`src/rtl/if_id_queue.sv`:
```
// rtl/if_id_queue.sv - IF->ID instruction queue with flush and NOP bubble on empty
module if_id_queue #(
  parameter int                ADDR_W   = 32,
  parameter int                DATA_W   = 32,
  parameter int                DEPTH    = 4,
  parameter logic [DATA_W-1:0] NOP_INST = 32'h00000013
) (
  input  logic                     clk_i,
  input  logic                     rst_i,
  input  logic                     inst_valid_i,
  input  logic [ADDR_W-1:0]        inst_addr_i,
  input  logic [DATA_W-1:0]        inst_i,
  output logic                     inst_ready_o,
  input  logic                     flush_i,
  input  logic                     stall_i,
  output logic                     inst_valid_o,
  output logic [ADDR_W-1:0]        inst_addr_o,
  output logic [DATA_W-1:0]        inst_o,
  output logic [$clog2(DEPTH):0]   count_o
);

  localparam int PTR_W = $clog2(DEPTH);
  localparam int CNT_W = PTR_W + 1;

  logic [ADDR_W-1:0] addr_mem [DEPTH];
  logic [DATA_W-1:0] inst_mem [DEPTH];
  logic [PTR_W-1:0]  wr_ptr;
  logic [PTR_W-1:0]  rd_ptr;
  logic [CNT_W-1:0]  count;
  logic              push;
  logic              pop;

  // Flow control is derived from occupancy only; a full queue never accepts
  // a push even when the head is leaving in the same cycle.
  assign inst_ready_o = (count != CNT_W'(DEPTH));
  assign inst_valid_o = (count != '0);
  assign push         = inst_valid_i & inst_ready_o;
  assign pop          = inst_valid_o & ~stall_i;
  assign count_o      = count;

  // Head is read straight from storage; an empty queue shows a NOP bubble.
  assign inst_addr_o  = inst_valid_o ? addr_mem[rd_ptr] : '0;
  assign inst_o       = inst_valid_o ? inst_mem[rd_ptr] : NOP_INST;

  // Entry storage: no reset needed, contents are only observed while counted.
  always_ff @(posedge clk_i) begin
    if (push && !flush_i && !rst_i) begin
      addr_mem[wr_ptr] <= inst_addr_i;
      inst_mem[wr_ptr] <= inst_i;
    end
  end

  // Pointers and occupancy: reset beats flush, flush beats push/pop.
  always_ff @(posedge clk_i) begin
    if (rst_i || flush_i) begin
      wr_ptr <= '0;
      rd_ptr <= '0;
      count  <= '0;
    end else begin
      if (push) wr_ptr <= wr_ptr + PTR_W'(1);
      if (pop)  rd_ptr <= rd_ptr + PTR_W'(1);
      if (push && !pop)      count <= count + CNT_W'(1);
      else if (pop && !push) count <= count - CNT_W'(1);
    end
  end

endmodule

```
`config.mk`:
```
export PLATFORM = sky130hd
export DESIGN_NAME = if_id_queue
export DESIGN_NICKNAME = d
export VERILOG_FILES = /design/src/rtl/if_id_queue.sv
export SDC_FILE = /design/constraint.sdc
export NUM_CORES = 1
export LEC_CHECK = 0
export CAP_MARGIN = 20
export CORE_AREA = 2 2 139 141
export DETAILED_ROUTE_END_ITERATION = 16
export DIE_AREA = 0 0 141 143
export PLACE_DENSITY = 0.79
export SYNTH_ARGS = -nofsm -noshare
export SYNTH_HDL_FRONTEND = slang
export SYNTH_SLANG_ARGS = --single-unit
```
`constraint.sdc`:
```
create_clock -name clk_i -period 3.25 [get_ports clk_i]
set_clock_uncertainty 0.15 [all_clocks]
set_input_delay 0.65 -clock clk_i [delete_from_list [all_inputs] [get_ports clk_i]]
set_output_delay 0.65 -clock clk_i [all_outputs]
set_load 0.02 [all_outputs]
```
==> impl_table.tex, run 1 <==
\begin{tabular}{lr}
\hline
Metric & Value \\
\hline
\multicolumn{2}{l}{\textbf{Floorplanning}} \\
\quad Core area & 18,600 um2 \\
\quad Die area & 20,200 um2 \\
\quad Die extent in y & 143 um \\
\quad Die span in x & 141 um \\
\quad Starting density of the core & 54.7\% \\
\quad Top-Level Pins & 138 \\
\quad Number of core rows & 50 \\
\multicolumn{2}{l}{\textbf{Worst setup path}} \\
\quad Nature of the critical path startpoint & register \\
\quad Max stage delay cell, worst path & sky130\_fd\_sc\_hd\_\_clkdlybuf4s50\_1 \\
\quad Peak per-stage delay on the critical path & 0.53 ns \\
\quad Ordered list of cells on the worst path & buf\_16 > mux4\_2 > and2\_1 > clkdlybuf4s50\_1 \\
\quad Cell family with the largest share of critical-path delay & buffers and inverters \\
\quad Critical Path AT & 2.38 ns \\
\quad Reg2reg setup slack & 0.65 ns \\
\quad Startpoint of the most critical register-to-register path & count\_o[1]\$\_SDFFE\_PP0P\_ \\
\quad Category of the most critical setup path & reg2out \\
\quad Largest fanout on the critical path & 15 \\
\quad Type of element capturing the critical path & output pin \\
\quad Buf/Inv on CP & 2 \\
\quad Worst endpoint required time & 2.45 ns \\
\multicolumn{2}{l}{\textbf{STA}} \\
\quad Max Freq & 315 MHz \\
\quad Final setup TNS & 0 ns \\
\quad RSZ-0062 raised after global routing & yes \\
\quad Share of the cycle needed by the critical path after routing & 97.8\% \\
\quad Measured slew at the worst slew-check pin & 0.419 ns \\
\quad Slew headroom & 72.1\% \\
\quad Max-slew violations & 0 \\
\quad Final setup violation count & 0 \\
\quad Final hold violation count & 0 \\
\quad Shortest clock period the worst path allows after layout & 3.18 ns \\
\multicolumn{2}{l}{\textbf{Logic synthesis}} \\
\quad Average instance area after synthesis & 22.3 um2 \\
\quad Number of synthesized register bits & 265 \\
\quad Synth Cell Area & 10,200 um2 \\
\quad Distinct cell type count after synthesis & 27 \\
\quad Post-Syn Instances & 456 \\
\quad Share of synthesized area occupied by flip-flops and latches & 77.5\% \\
\quad Yosys warns & 0 \\
\quad Synth Net Count & 531 \\
\multicolumn{2}{l}{\textbf{Min path}} \\
\quad Launch instance of the worst min-delay path & rd\_ptr[1]\$\_SDFFE\_PP0P\_ \\
\quad Classification of the worst-slack hold path & reg2reg \\
\multicolumn{2}{l}{\textbf{Run}} \\
\quad Count of max-cap constraint violations & 0 \\
\multicolumn{2}{l}{\textbf{Clock tree}} \\
\quad TritonCTS clock tree & yes \\
\quad Insertion delay to the later sink of the worst-skew pair & 0.52 ns \\
\quad Inserted Clock Buffers & 26 \\
\quad Maximum count of clock buffers along a single path & 3 \\
\quad Hold-fix buffer count after cts & 0 \\
\quad Root buffer cell & sky130\_fd\_sc\_hd\_\_clkbuf\_16 \\
\quad Count of clock tree sinks & 265 \\
\quad Clock-pin slew on the worst setup and hold paths & 0.06 ns \\
\quad Deepest level of the CTS H-tree & 1 \\
\multicolumn{2}{l}{\textbf{Power and ir drop}} \\
\quad Fraction of power consumed by the clock network & 39.7\% \\
\quad PnR Total Power & 7.74 mW \\
\quad Maximum ir drop on the vdd rail & 0.000523 V \\
\quad Switching power & 1.70 mW \\
\quad Comb pwr share & 11.0\% \\
\quad Ratio of total power to cell area & 597 nW/um2 \\
\quad Part of the total power dissipated in sequential elements & 49.3\% \\
\quad Cell Int Power & 6.04 mW \\
\quad Switching Share & 22.0\% \\
\quad Leakage & 4.65 nW \\
\multicolumn{2}{l}{\textbf{Route}} \\
\quad DRT antenna net count & 0 \\
\quad Number of DRC violations after detailed routing & 0 \\
\quad Wire length after detailed routing & 19,900 um \\
\quad Total number of vias & 4,971 \\
\quad Wire per inst & 22.7 um \\
\quad First-pass DRT Iterations & 4 \\
\quad Drt initial violations & 286 \\
\quad Post-DR vias/cell & 5.67 \\
\multicolumn{2}{l}{\textbf{Global routing}} \\
\quad Vias in the first global route & 5,329 \\
\quad Overall global routing resource usage & 19.9\% \\
\quad First-pass GRT wire length & 30,200 um \\
\quad Pin count of the biggest net entering global routing & 47 \\
\quad Antenna violations before repair & 1 \\
\quad Congestion Overflow GR & 0 \\
\multicolumn{2}{l}{\textbf{Placement}} \\
\quad Last weighted congestion value of the routability-driven placer & 0.764 \\
\quad Count of input and output buffers & 137 \\
\quad Placed Instance Area & 11,900 um2 \\
\quad Dpl hpwl & 11,800 um \\
\multicolumn{2}{l}{\textbf{Final layout}} \\
\quad Fraction of layout instances using a drive strength above 1 & 22.0\% \\
\quad Final nets & 696 \\
\quad Post-Layout Inst Area & 13,000 um2 \\
\quad Utilization of the core after routing & 69.8\% \\
\quad P\&R area growth vs syn & 27.7\% \\
\multicolumn{2}{l}{\textbf{Run status}} \\
\quad Run status & finished, final reports clean \\
\hline
\end{tabular}
kinds of logic after synthesis:
group	count (synthesis)	synth area share, %
DFF	265	77.5
adders and majority gates	6	0.813
xor gates and xnor gates	2	0.172
AOI/OAI and AO/OA	9	0.517
muxes	65	14.3
and+or+nand+nor	83	5.12
buffers and inverters	26	1.63
tightest hold or removal path: stages, from the launching register on:
cell	delay [ns]
sky130_fd_sc_hd__dfxtp_1	0.30
sky130_fd_sc_hd__o21ai_0	0.06
sky130_fd_sc_hd__a21oi_1	0.07
layout by cell type, fill, tap and decap left out, types with 4 or more instances in the layout:
master,instances
sky130_fd_sc_hd__buf_4,8
sky130_fd_sc_hd__and3_4,4
sky130_fd_sc_hd__edfxtp_1,256
sky130_fd_sc_hd__bufinv_16,4
sky130_fd_sc_hd__clkinv_2,5
sky130_fd_sc_hd__buf_12,9
sky130_fd_sc_hd__dlygate4sd2_1,35
sky130_fd_sc_hd__ha_1,5
sky130_fd_sc_hd__a21oi_1,4
sky130_fd_sc_hd__clkbuf_16,28
sky130_fd_sc_hd__dlymetal6s2s_1,24
sky130_fd_sc_hd__and2_1,61
sky130_fd_sc_hd__mux4_2,64
sky130_fd_sc_hd__dfxtp_1,7
sky130_fd_sc_hd__clkdlybuf4s50_1,78
area by class of cell:
class / count / area [um2]
Antenna cell: 1 / 2.50
Clock buffer: 29 / 683
Clock inverter: 19 / 214
Fill cell: 1150 / 5610
Inverter: 4 / 15.0
Multi-Input combinational cell: 165 / 2150
Sequential cell: 265 / 7880
Tap cell: 234 / 293
Timing Repair Buffer: 159 / 1740
sequential cells by signal (all words and copies together), names as in the netlist, named ones only:
register and cells:
addr_mem 128, count_o 3, inst_mem 128, rd_ptr 2, wr_ptr 2
metrics by stage:
| stage | hold WS [ns] | std cells | worst slack (ns) |
|---|---|---|---|
| 2_1_floorplan | 0.309 | 456 | 0.0908 |
| 5_1_grt | 0.374 | 876 | -0.0112 |
| 4_1_cts | 0.329 | 873 | -0.00133 |
| 3_5_place_dp | 0.330 | 823 | 0.431 |
| 6_report | 0.321 | 876 | 0.0730 |
| 3_3_place_gp | 0.313 | 823 | 0.465 |
metal layers:
layer	share of wire (%)	vias to the layer above	wire (um)	track usage [%]
li1	-	2188	-	-
met1	42	2577	8320	26.8
met2	51	178	10100	34.2
met3	5.8	28	1160	3.89
met4	1.9	0	375	4.37
met5	0	-	0	0
Yosys cell counts:
cell,number,area share [%]
sky130_fd_sc_hd__inv_1,4,0.15
sky130_fd_sc_hd__mux2i_1,1,0.099
sky130_fd_sc_hd__buf_6,8,0.89
sky130_fd_sc_hd__nand4_1,2,0.12
sky130_fd_sc_hd__ha_1,5,0.62
sky130_fd_sc_hd__mux4_2,64,14
sky130_fd_sc_hd__edfxtp_1,256,76
sky130_fd_sc_hd__or3b_4,1,0.11
sky130_fd_sc_hd__xor2_1,2,0.17
sky130_fd_sc_hd__and3_1,4,0.25
sky130_fd_sc_hd__buf_2,6,0.30
sky130_fd_sc_hd__fa_1,1,0.20
sky130_fd_sc_hd__o31ai_2,1,0.12
sky130_fd_sc_hd__nor3_2,1,0.099
sky130_fd_sc_hd__o21ai_0,3,0.15
sky130_fd_sc_hd__clkbuf_1,8,0.30
sky130_fd_sc_hd__a21oi_1,4,0.20
sky130_fd_sc_hd__or3_1,3,0.18
sky130_fd_sc_hd__and2_1,61,3.8
sky130_fd_sc_hd__and2_4,1,0.086
sky130_fd_sc_hd__nand2_1,1,0.037
sky130_fd_sc_hd__nand2b_1,2,0.12
sky130_fd_sc_hd__or2_2,1,0.062
sky130_fd_sc_hd__dfxtp_1,9,1.8
sky130_fd_sc_hd__nor2_1,3,0.11
sky130_fd_sc_hd__o21ai_1,1,0.049
sky130_fd_sc_hd__or2_1,3,0.18
power groups by stage:
stage	registers, mW	logic (mW)	clock network, mW
after floorplan	3.89	0.441	0
after global placement	3.88	0.880	0
after detailed placement	3.88	0.895	0
after CTS	3.81	0.865	3.14
after global routing	3.81	0.912	3.26
final	3.81	0.851	3.08
final timing paths:
path,endpoint,cells after the start
max reg2reg,count_o[2]$_SDFFE_PP0P_,10
min reg2reg,register,2
min,register,2
max,inst_o[17],4
repair_timing:
action | 4_1_cts | 5_1_grt
setup endpoints to repair | 57 | 29
setup buffers | 1 | 1
gates cloned | 1 | 1
gates resized for setup | 39 | 26
No activity file was read; power rests on OpenSTA's default activity.
==> inputs of run 2 (changes only) <==
==> constraint.sdc (replaced) <==
create_clock -name clk_i -period 3.6 [get_ports clk_i]
set_clock_uncertainty 0.15 [all_clocks]
set_input_delay 0.72 -clock clk_i [delete_from_list [all_inputs] [get_ports clk_i]]
set_output_delay 0.72 -clock clk_i [all_outputs]
set_load 0.02 [all_outputs]
==> impl_table.tex, run 2 (same netlist as run 1, synthesis figures left out) <==
\begin{tabular}{lr}
\hline
Metric & Value \\
\hline
\multicolumn{2}{l}{\textbf{Run status}} \\
\quad Run status & finished, final reports clean (unchanged) \\
\multicolumn{2}{l}{\textbf{Final layout}} \\
\quad Final std cells w/o fill & 871 (was 876) \\
\quad Total of fill cells in the finished design & 1,157 (was 1,150) \\
\quad Final nets & 695 (was 696) \\
\quad Diodes inserted & 0 (was 1) \\
\quad Multi-input combinational cell area & 2140 um2 (was 2150 um2) \\
\quad Fraction of layout instances using a drive strength above 1 & 20.9\% (was 22.0\%) \\
\quad P\&R area growth vs syn & 25.6\% (was 27.7\%) \\
\quad Most common cell after layout, fill and taps aside & sky130\_fd\_sc\_hd\_\_edfxtp\_1 (unchanged) \\
\quad Area used by sequential logic in the layout & 7880 um2 (unchanged) \\
\quad Leading cell types in the layout, fill and taps excluded & 256 x sky130\_fd\_sc\_hd\_\_edfxtp\_1, 137 x sky130\_fd\_sc\_hd\_\_clkdlybuf4s50\_1, 64 x sky130\_fd\_sc\_hd\_\_mux4\_2 (was 256 x sky130\_fd\_sc\_hd\_\_edfxtp\_1, 78 x sky130\_fd\_sc\_hd\_\_clkdlybuf4s50\_1, 64 x sky130\_fd\_sc\_hd\_\_mux4\_2) \\
\multicolumn{2}{l}{\textbf{Placement}} \\
\quad Number of cells after detailed placement & 825 (was 823) \\
\quad Dpl hpwl & 12,300 um (was 11,800 um) \\
\quad Count of input and output buffers & 137 (unchanged) \\
\quad Last weighted congestion value of the routability-driven placer & 0.743 (was 0.764) \\
\quad DP Worst Slack & 0.545 ns (was 0.431 ns) \\
\multicolumn{2}{l}{\textbf{Floorplanning}} \\
\quad Die extent in y & 143 um (unchanged) \\
\quad Die area & 20,200 um2 (unchanged) \\
\quad Top-Level Pins & 138 (unchanged) \\
\quad Die span in x & 141 um (unchanged) \\
\quad Starting density of the core & 54.7\% (unchanged) \\
\quad Number of core rows & 50 (unchanged) \\
\quad Core area & 18,600 um2 (unchanged) \\
\multicolumn{2}{l}{\textbf{STA}} \\
\quad Share of the cycle needed by the critical path after routing & 94.6\% \\
\quad Max Freq & 294 MHz \\
\quad RSZ-0062 raised after global routing & no (was yes) \\
\quad Shortest clock period the worst path allows after layout & 3.41 ns \\
\quad Measured slew at the worst slew-check pin & 0.482 ns (was 0.419 ns) \\
\quad Final setup TNS & 0 ns (unchanged) \\
\quad Max-slew violations & 0 (unchanged) \\
\quad Final worst-path setup slack & 0.195 ns (was 0.0730 ns) \\
\quad Slew headroom & 67.7\% (was 72.1\%) \\
\quad Final setup violation count & 0 (unchanged) \\
\quad Final hold violation count & 0 (unchanged) \\
\multicolumn{2}{l}{\textbf{Clock tree}} \\
\quad Maximum count of clock buffers along a single path & 3 (unchanged) \\
\quad Inserted Clock Buffers & 26 (unchanged) \\
\quad Root buffer cell & sky130\_fd\_sc\_hd\_\_clkbuf\_16 (unchanged) \\
\quad TritonCTS clock tree & yes (unchanged) \\
\quad Hold-fix buffer count after cts & 0 (unchanged) \\
\quad Deepest level of the CTS H-tree & 1 (unchanged) \\
\quad Clock-pin slew on the worst setup and hold paths & 0.06 ns (about the same) \\
\quad Count of clock tree sinks & 265 (unchanged) \\
\quad Insertion delay to the later sink of the worst-skew pair & 0.52 ns (about the same) \\
\multicolumn{2}{l}{\textbf{Global routing}} \\
\quad Overall global routing resource usage & 19.8\% (was 19.9\%) \\
\quad Congestion Overflow GR & 0 (unchanged) \\
\quad Vias in the first global route & 5,385 (was 5,329) \\
\quad First-pass GRT wire length & 30,400 um (was 30,200 um) \\
\quad Antenna violations before repair & 0 (was 1) \\
\quad Pin count of the biggest net entering global routing & 45 (was 47) \\
\multicolumn{2}{l}{\textbf{Route}} \\
\quad Wire per inst & 22.5 um (was 22.7 um) \\
\quad Number of DRC violations after detailed routing & 0 (unchanged) \\
\quad Total number of vias & 5,000 (was 4,971) \\
\quad Post-DR vias/cell & 5.74 (was 5.67) \\
\quad DRT antenna net count & 0 (unchanged) \\
\quad Wire length after detailed routing & 19,600 um (was 19,900 um) \\
\quad First-pass DRT Iterations & 5 (was 4) \\
\quad Drt initial violations & 341 (was 286) \\
\multicolumn{2}{l}{\textbf{Worst setup path}} \\
\quad Critical Path AT & 2.54 ns (was 2.38 ns) \\
\quad Largest fanout on the critical path & 21 (was 15) \\
\quad Category of the most critical setup path & reg2out (unchanged) \\
\quad Max stage delay cell, worst path & sky130\_fd\_sc\_hd\_\_mux4\_2 (was sky130\_fd\_sc\_hd\_\_clkdlybuf4s50\_1) \\
\quad Worst endpoint required time & 2.73 ns (was 2.45 ns) \\
\quad Buf/Inv on CP & 2 (unchanged) \\
\quad Nature of the critical path startpoint & register (unchanged) \\
\quad Peak per-stage delay on the critical path & 0.54 ns (was 0.53 ns) \\
\quad Ordered list of cells on the worst path & buf\_12 > mux4\_2 > and2\_1 > clkdlybuf4s50\_1 (was buf\_16 > mux4\_2 > and2\_1 > clkdlybuf4s50\_1) \\
\quad Type of element capturing the critical path & output pin (unchanged) \\
\quad Cell family with the largest share of critical-path delay & buffers and inverters (unchanged) \\
\multicolumn{2}{l}{\textbf{Min path}} \\
\quad Classification of the worst-slack hold path & reg2reg (unchanged) \\
\multicolumn{2}{l}{\textbf{Power and ir drop}} \\
\quad PnR Total Power & 6.84 mW (was 7.74 mW) \\
\quad Maximum ir drop on the vdd rail & 0.000417 V (was 0.000523 V) \\
\quad Ratio of total power to cell area & 536 nW/um2 (was 597 nW/um2) \\
\quad Leakage & 4.06 nW (was 4.65 nW) \\
\multicolumn{2}{l}{\textbf{Run}} \\
\quad Count of max-cap constraint violations & 0 (unchanged) \\
\hline
\end{tabular}
-- run 2: tightest hold or removal path: cells and delay by family (launching register included) --
family         cells  cell delay (ns)
AO/OA/AOI/OAI      2             0.15
flip-flops         1             0.31
-- run 2: final cells by class --
class / instances / share of cell area [%]
flip-flops and latches: 265 / 61.7
multi-input cells: 165 / 16.8
repair buffers: 158 / 12.6
clock buffers: 38 / 5.94
well taps: 234 / 2.30
clock inverters: 7 / 0.451
inverters: 4 / 0.118
-- run 2: repair_timing --
item / CTS / global route
setup endpoints to repair: 12 / 0
buffers inserted: 1 / 0
gates resized for setup: 0 / 0
-- run 2: final timing paths --
kind / start / to / slack, ns / cells after the start
setup / recovery: register / inst_o[24] / 0.19 / 4
hold / removal: rd_ptr[1]$_SDFFE_PP0P_ / register / 0.35 / 2
setup reg to reg: count_o[1]$_SDFFE_PP0P_ / count_o[2]$_SDFFE_PP0P_ / 0.86 / 10
hold reg to reg: rd_ptr[1]$_SDFFE_PP0P_ / register / 0.35 / 2
-- run 2: stage by stage --
step           cell area [um2]  hold WS [ns]  util, %
2_1_floorplan            10200         0.309        -
3_3_place_gp             11900         0.315     64.2
3_5_place_dp             11900         0.327     64.2
4_1_cts                  12800         0.345     68.6
5_1_grt                  12800         0.385     68.6
6_report                 12800         0.347     68.6
-- run 2: report_power, final --
| part | internal, mW | leakage, nW | switching, mW |
|---|---|---|---|
| Combinational | 0.401 | 1.27 | 0.408 |
| Sequential | 3.42 | 2.39 | 0.0191 |
| Clock | 1.52 | 0.403 | 1.07 |
| Total | 5.34 | 4.06 | 1.50 |
-- run 2: layer usage --
layer	GRT usage (%)	up-vias	share of wire, %
li1	-	2171	-
met4	3.89	0	1.6
met5	0	-	0
met1	26.3	2598	40
met2	34.4	202	51
met3	4.46	29	7.7
